File: src/rtl/out_logger_pkg.sv
// Shared encodings for the output logger: FSM states, ASCII constants, frame length.
package out_logger_pkg;

  typedef enum logic [1:0] {
    ST_IDLE  = 2'd0,
    ST_START = 2'd1,
    ST_DATA  = 2'd2,
    ST_STOP  = 2'd3
  } tx_state_t;

  localparam logic [7:0] ASCII_0    = 8'h30;
  localparam logic [7:0] ASCII_A    = 8'h41;
  localparam logic [7:0] ASCII_LF   = 8'h0A;
  localparam int         FRAME_BITS = 10;

  function automatic logic [7:0] hex_ascii(input logic [3:0] nib);
    if (nib < 4'd10) return ASCII_0 + {4'h0, nib};
    else             return ASCII_A + {4'h0, nib} - 8'd10;
  endfunction

endpackage

File: src/rtl/byte_fifo.sv
// 8-bit synchronous FIFO with show-ahead read; push and pop on a full FIFO both succeed.
// Push into a full FIFO without a pop is ignored; pop on empty is ignored (no bypass).
module byte_fifo #(
  parameter int DEPTH = 4
) (
  input  logic       clk,
  input  logic       reset,
  input  logic       push,
  input  logic [7:0] din,
  input  logic       pop,
  output logic [7:0] dout,
  output logic       full,
  output logic       empty
);

  localparam int AW = $clog2(DEPTH);

  logic [7:0]  mem [DEPTH];
  logic [AW:0] wr_ptr, rd_ptr;
  logic        do_push, do_pop;

  assign empty   = (wr_ptr == rd_ptr);
  assign full    = (wr_ptr[AW] != rd_ptr[AW]) && (wr_ptr[AW-1:0] == rd_ptr[AW-1:0]);
  assign do_pop  = pop && !empty;
  assign do_push = push && (!full || do_pop);
  assign dout    = mem[rd_ptr[AW-1:0]];

  always_ff @(posedge clk or posedge reset) begin
    if (reset) begin
      wr_ptr <= '0;
      rd_ptr <= '0;
    end else begin
      if (do_push) wr_ptr <= wr_ptr + (AW+1)'(1);
      if (do_pop)  rd_ptr <= rd_ptr + (AW+1)'(1);
    end
  end

  // Storage is not reset: the pointers alone define what is valid.
  always_ff @(posedge clk) begin
    if (do_push) mem[wr_ptr[AW-1:0]] <= din;
  end

endmodule

File: src/rtl/out_logger.sv
// Logs each change of sap_out as "HH\n" over an 8N1 UART; start bit two cycles after the change.
// Changes queue in a small FIFO; a change arriving while it is full (and not popping) is dropped and flagged.
module out_logger
  import out_logger_pkg::*;
#(
  parameter int CLKS_PER_BIT = 104,
  parameter int FIFO_DEPTH   = 4
) (
  input  logic       clk,
  input  logic       reset,
  input  logic [7:0] sap_out,
  output logic       tx,
  output logic       busy,
  output logic       overflow
);

  localparam int BW = $clog2(CLKS_PER_BIT);

  tx_state_t     state;
  logic [7:0]    prev;
  logic [7:0]    data;
  logic [7:0]    cur_char;
  logic [1:0]    char_idx;
  logic [BW-1:0] baud_cnt;
  logic [3:0]    bit_cnt;
  logic          change, baud_last, last_char;
  logic          fifo_pop, fifo_full, fifo_empty;
  logic [7:0]    fifo_dout;

  assign change    = (prev != sap_out);
  assign baud_last = (baud_cnt == BW'(CLKS_PER_BIT - 1));
  assign last_char = (char_idx == 2'd2);
  // Pop from IDLE, or straight out of the final stop bit so messages run back to back.
  assign fifo_pop  = !fifo_empty &&
                     ((state == ST_IDLE) || (state == ST_STOP && baud_last && last_char));
  assign busy      = (state != ST_IDLE) || !fifo_empty;

  byte_fifo #(.DEPTH(FIFO_DEPTH)) u_fifo (
    .clk   (clk),
    .reset (reset),
    .push  (change),
    .din   (sap_out),
    .pop   (fifo_pop),
    .dout  (fifo_dout),
    .full  (fifo_full),
    .empty (fifo_empty)
  );

  always_comb begin
    cur_char = ASCII_LF;
    case (char_idx)
      2'd0:    cur_char = hex_ascii(data[7:4]);
      2'd1:    cur_char = hex_ascii(data[3:0]);
      default: cur_char = ASCII_LF;
    endcase
  end

  always_ff @(posedge clk or posedge reset) begin
    if (reset) begin
      prev     <= 8'h00;
      overflow <= 1'b0;
    end else begin
      prev <= sap_out;
      if (change && fifo_full && !fifo_pop) overflow <= 1'b1;
    end
  end

  // tx is set one bit ahead at each bit boundary so it stays a clean registered output.
  always_ff @(posedge clk or posedge reset) begin
    if (reset) begin
      state    <= ST_IDLE;
      tx       <= 1'b1;
      data     <= 8'h00;
      char_idx <= 2'd0;
      baud_cnt <= '0;
      bit_cnt  <= 4'd0;
    end else begin
      case (state)
        ST_IDLE: begin
          tx <= 1'b1;
          if (!fifo_empty) begin
            data     <= fifo_dout;
            char_idx <= 2'd0;
            baud_cnt <= '0;
            bit_cnt  <= 4'd0;
            tx       <= 1'b0;
            state    <= ST_START;
          end
        end
        ST_START: begin
          if (baud_last) begin
            baud_cnt <= '0;
            bit_cnt  <= 4'd1;
            tx       <= cur_char[0];
            state    <= ST_DATA;
          end else begin
            baud_cnt <= baud_cnt + BW'(1);
          end
        end
        ST_DATA: begin
          if (baud_last) begin
            baud_cnt <= '0;
            bit_cnt  <= bit_cnt + 4'd1;
            if (bit_cnt == 4'(FRAME_BITS - 2)) begin
              tx    <= 1'b1;
              state <= ST_STOP;
            end else begin
              tx <= cur_char[bit_cnt[2:0]];
            end
          end else begin
            baud_cnt <= baud_cnt + BW'(1);
          end
        end
        ST_STOP: begin
          if (baud_last) begin
            baud_cnt <= '0;
            bit_cnt  <= 4'd0;
            if (!last_char) begin
              char_idx <= char_idx + 2'd1;
              tx       <= 1'b0;
              state    <= ST_START;
            end else if (!fifo_empty) begin
              data     <= fifo_dout;
              char_idx <= 2'd0;
              tx       <= 1'b0;
              state    <= ST_START;
            end else begin
              char_idx <= 2'd0;
              state    <= ST_IDLE;
            end
          end else begin
            baud_cnt <= baud_cnt + BW'(1);
          end
        end
        default: state <= ST_IDLE;
      endcase
    end
  end

endmodule

File: config.mk
export PLATFORM = sky130hd
export DESIGN_NAME = out_logger
export DESIGN_NICKNAME = d
export VERILOG_FILES = /design/src/rtl/out_logger_pkg.sv /design/src/rtl/byte_fifo.sv /design/src/rtl/out_logger.sv
export SDC_FILE = /design/constraint.sdc
export NUM_CORES = 1
export LEC_CHECK = 0
export CORE_UTILIZATION = 60
export DETAILED_ROUTE_END_ITERATION = 10
export GPL_TIMING_DRIVEN = 0
export HOLD_SLACK_MARGIN = 0.15
export PLACE_DENSITY_LB_ADDON = 0.12
export SLEW_MARGIN = 20
export SYNTH_ARGS = -nofsm -noshare
export SYNTH_HDL_FRONTEND = slang
export SYNTH_SLANG_ARGS = --single-unit
File: constraint.sdc
create_clock -name clk -period 6.2 [get_ports clk]
set_input_delay 1.86 -clock clk [delete_from_list [all_inputs] [get_ports clk]]
set_output_delay 1.86 -clock clk [all_outputs]
set_load 0.01 [all_outputs]
# Word-level counts from Yosys, hierarchy flattened
# Memory sizes are Yosys's and may differ from the RTL's.
# Cells that the tools add are included.
# Widths: inputs -> output; s select.
dict set report word_totals {
  regBits 39
  ram_bits 32
  inputBits 10
  output_inout_bits 3
  n_memories 1
}
# memory words width rd rd_clocked_by_memory_dff wr line_no
set memory_table {}
lappend memory_table {u_fifo.mem 4 8 1 0 1 byte_fifo.sv:18} ;# logic [7:0] mem [DEPTH];
dict set report op_classes {
  n_addsub 11
  order_cmp 3
  n_eq_ne 18
  n_mux 39
  n_reduce_logical 24
}
# op count
set op_table {}
lappend op_table {{$mux 8} 5}
lappend op_table {{$pmux 8 s2} 2}
lappend op_table {{$add 7x4->8 const A} 2}
lappend op_table {{$mux 2} 8}
lappend op_table {{$mux 4} 4}
lappend op_table {{$pmux 4 s4} 1}
lappend op_table {{$sub 8x4->8 const B} 2}
lappend op_table {{$add 6x4->7 const A} 2}
lappend op_table {{$mux 7} 2}
lappend op_table {{$pmux 7 s2} 1}
lappend op_table {{$mux 1} 12}
lappend op_table {{$ne 2x2->1 const B} 6}
lappend op_table {{$logic_and 1x1->1} 8}
lappend op_table {{$lt 4x4->1 const B} 2}
lappend op_table {{$ne 8x8->1} 1}
lappend op_table {{$pmux 2 s4} 1}
lappend op_table {{$reduce_and 4->1} 2}
lappend op_table {{$add 7x1->7 const B} 1}
lappend op_table {{$eq 7x7->1 const B} 1}
lappend op_table {{$add 3x1->3 const B} 2}
lappend op_table {{$eq 2x2->1 const B} 3}
lappend op_table {{$reduce_and 3->1} 2}
lappend op_table {{$reduce_and 5->1} 1}
lappend op_table {{$add 4x1->4 const B} 1}
lappend op_table {{other kinds (16)} 23}

# Longest topological paths before layout
# Gate-level depths: netlist of run 1.
dict set report depth {
  ltp_word 10
  mapped_depth 8
  mapped_depth_nobuf 8
}

# Cells and area by module
# From an unflattened synthesis of run 1, not the netlist that was laid out.
dict set report unflattened {
  hier_cells 281
  hier_area_um2 3661.0
}
# mod n_inst cells_each area_per_inst_um2
set by_module_without_submodules {}
lappend by_module_without_submodules {out_logger 1 203 2009.4}
lappend by_module_without_submodules {byte_fifo 1 78 1651.6}

# Worst setup path before layout of run 1
# Ideal clock, no wire load.
dict set report synth_timing {
  path_type {register to output}
  startpoint {register u_fifo.rd_ptr[1]}
  endpoint {output port busy}
  t_arrival_ns 1.350
  t_required_ns 4.340
  path_slack_ns 2.990
  stages_incl_launch_ff 7
  path_cell_list {dfrtp_1 -> buf_6 -> xor2_2 -> nor3_4 -> and2_1 -> buf_6 -> inv_1}
}
dict set report synth_via {
  elab_chain_len 3
}
# element line_no
set synth_lines {}
lappend synth_lines {{start: declaration} byte_fifo.sv:19} ;# logic [AW:0] wr_ptr, rd_ptr;
lappend synth_lines {{start signal: assignment} byte_fifo.sv:34} ;# if (do_pop) rd_ptr <= rd_ptr + (AW+1)'(1);
lappend synth_lines {{$eq 3x3->1} byte_fifo.sv:22} ;# assign empty = (wr_ptr == rd_ptr);
lappend synth_lines {{$logic_not 1->1} out_logger.sv:36} ;# assign busy = (state != ST_IDLE) || !fifo_empty;
lappend synth_lines {{$logic_or 1x1->1} out_logger.sv:36}
lappend synth_lines {{end: declaration} out_logger.sv:13} ;# output logic busy,
# No other way between the ends.

# Worst setup path in the final report of run 1
# Ends and elaborated chain as after synthesis.

==> flow_summary.ini, run 1 <==
[run_status]
status = complete, no violations

[clocking]
htreeDepth = 3
clk_latency_ps = 350
post_cts_buffers = 0
cts_resized = 0
cts_hold_buf = 0
cts_max_path_buffers = 2
numCtsBuffers = 9
path_clk_slew_ps = 70
cts.sink_count = 71
cts_tree = yes
cts-root-buf = clkbuf_8

[pwr]
power_density_nw_per_um2 = 483
p_total_w = 0.00191
irDropWorstVdd_uv = 356
p_leak_nw = 1.57

[synthesis]
synth_edf_count = 32
yosysMostFrequentCell = dfrtp_1
synth.cell_area_sq_um = 3530
syn_nets = 303
ys_types = 55
yosysTopAreaCell = edfxtp_1
syn_inst = 278
synth_top_area_share_pct = 27.2
synth.avg_cell_area_sq_um = 12.7
synth_seq_area_share_pct = 54.9
synth_flop_cell = dfrtp_1
synth_area_leaders = edfxtp_1 (27%), dfrtp_1 (27%), mux4_1 (6.0%)
yosys-top-cells-count = dfrtp_1 (38), edfxtp_1 (32), nand2_1 (21), o21ai_0 (19), inv_1 (18)
synth-seq-cells = 71
async_flop_share_pct = 54.9
yosysWarnings = 0

[detailed_routing]
drt.antenna.violating_nets = 0
viasPerCell = 5.79
detail_route.iter0.violations = 78
drc_errors = 0
wl_per_cell_um = 16.0
vias = 2193
wirelength_mm = 6.05
drtPass1Iterations = 4

[critical_path]
crit_fanout = 10
crit_type = register to output port
worstPathRequired_ps = 4340
arrival_ps = 2310
startpoint_type = register
cp-end-kind = output port

[grt]
grt_util_all_layers_pct = 22.3
grt_pass1_wl_mm = 10.3
grt_pass1_vias = 2163
antenna_found_initial = 0
overflow = 0
grt_max_degree = 24

[sta]
worstMarginPinSlew_ps = 504
finalSetupViolCount = 0
drv_slew = 0
setup_tns_ps = 0
rsz0062_at_grt = false
hold_viol = 0
fmaxAchievable_mhz = 240
post-route-period-util_pct = 67.3
relSlewSlack_pct = 66.4
fin_crit_ps = 4170
setup_slack_ps = 2030
finalClockSkew_ps = 13.1

[placed_design]
hpwl_mm = 4.37
post-place-ws_ps = 2240
gp_congestion = 0.748
port_buffers = 12
dp.cells = 363

[floorplanning]
initial_utilization_pct = 63.3
ioPinCount = 13
rows = 27
die_w_um = 78.7
coreArea_sq_um = 5570
die-area_sq_um = 6200
die_h_um = 78.7

[final_layout]
antenna_cells = 0
layout-drive-gt1-share_pct = 11.4
fillers = 396
area_growth_pct = 11.9
nets = 327
regArea_sq_um = 1940
final_util_pct = 70.9
multi_input_comb_area_sq_um = 1470
final_cells = 379

[run]
drv_cap = 0

[worst_hold_path]
hold_path.class = register to register
-- worst max-delay path, cell delays in order (launching register included) --
cell and delay [ps]:
dfrtp_1 400, buf_6 160, xor2_2 190, nor3_4 370, and2_1 200, buf_6 130, inv_1 50, clkdlybuf4s50_1 470
-- cell usage in the layout (no fill, tap or decap), types with 5 or more instances in the layout --
| cell | count |
|---|---|
| edfxtp_1 | 32 |
| and2_1 | 6 |
| ha_1 | 15 |
| nand2_1 | 21 |
| mux4_1 | 8 |
| o21ai_0 | 19 |
| mux2_1 | 8 |
| a21oi_1 | 5 |
| inv_1 | 17 |
| xnor2_1 | 12 |
| dfrtp_1 | 38 |
| nor2_1 | 11 |
| nand3_1 | 7 |
| clkdlybuf4s50_1 | 12 |
| clkbuf_8 | 10 |
-- power breakdown --
group | switching, W | internal (W)
logic | 0.000426 | 0.000351
registers | 0.000111 | 0.000684
clock network | 0.000178 | 0.000157
-- kinds of logic (layout without fill, tap and decap cells) --
family                     count (synthesis)  in the layout  share of synthesized area (%)
and+or+nand+nor                           74             74                           11.3
buffers and inverters                     26             55                           3.58
AOI/OAI and AO/OA                         54             54                           10.4
xor gates and xnor gates                  17             17                           4.43
DFF                                       71             71                           54.9
muxes                                     21             21                           10.0
adders and majority gates                 15             15                           5.32
-- flip-flops by register name, indices dropped and copies added (netlist names) --
name and flops:
char_idx 2, baud_cnt 7, overflow 1, prev 8
state 2, u_fifo.wr_ptr 3, u_fifo.rd_ptr 3, tx 1
bit_cnt 4, data 8, u_fifo.mem 32
-- layer usage --
layer | wire length (um) | share of wire, % | track usage [%] | up-vias
met3 | 181 | 3.0 | 5.63 | 11
li1 | - | - | - | 1081
met5 | 0 | 0 | 0 | -
met2 | 2920 | 48 | 36.0 | 30
met4 | 108 | 1.8 | 8.52 | 0
met1 | 2840 | 47 | 29.1 | 1071
-- final cells by class --
class | count | area share [%]
Buffer | 8 | 1.49
Clock buffer | 10 | 3.48
Clock inverter | 6 | 1.11
Inverter | 18 | 1.71
Multi-Input combinational cell | 181 | 37.1
Sequential cell | 71 | 49.1
Tap cell | 72 | 2.28
Timing Repair Buffer | 13 | 3.74
-- per-stage QoR --
step	hold slack, ps	cell area [sq um]
5_1_grt	498	3950
4_1_cts	489	3950
6_report	484	3950
3_3_place_gp	471	3740
3_5_place_dp	466	3770
2_1_floorplan	445	3530
-- final timing paths --
kind	endpoint	cells after the start	start	slack, ps
setup reg to reg	u_fifo.mem[3][0]$_DFFE_PP_	6	baud_cnt[0]$_DFFE_PP0N_	3690
hold / removal	overflow$_DFFE_PP0P_	1	overflow$_DFFE_PP0P_	480
hold reg to reg	overflow$_DFFE_PP0P_	1	overflow$_DFFE_PP0P_	480
max in group asynchronous	tx$_DFFE_PP1P_	3	reset	3850
setup / recovery	busy	7	u_fifo.rd_ptr[1]$_DFFE_PP0P_	2030
min in group asynchronous	prev[2]$_DFF_PP0_	2	reset	1820
Note: power is estimated with default switching activity, not from simulation.
==> run 2, diff against run 1 <==
clock period = 3.9 ns   (was 6.2 ns; I/O delays follow)
==> results of run 2 <==
Same layout as run 1 (identical final DEF). Status: complete, no violations.
Among the figures that moved: setup slack after placement 2240 ps -> 627 ps; setup slack after layout 2030 ps -> 418 ps; register-to-register setup slack 3690 ps -> 1390 ps; total power 0.00191 W -> 0.00303 W; worst IR drop on VDD 356 uV -> 566 uV
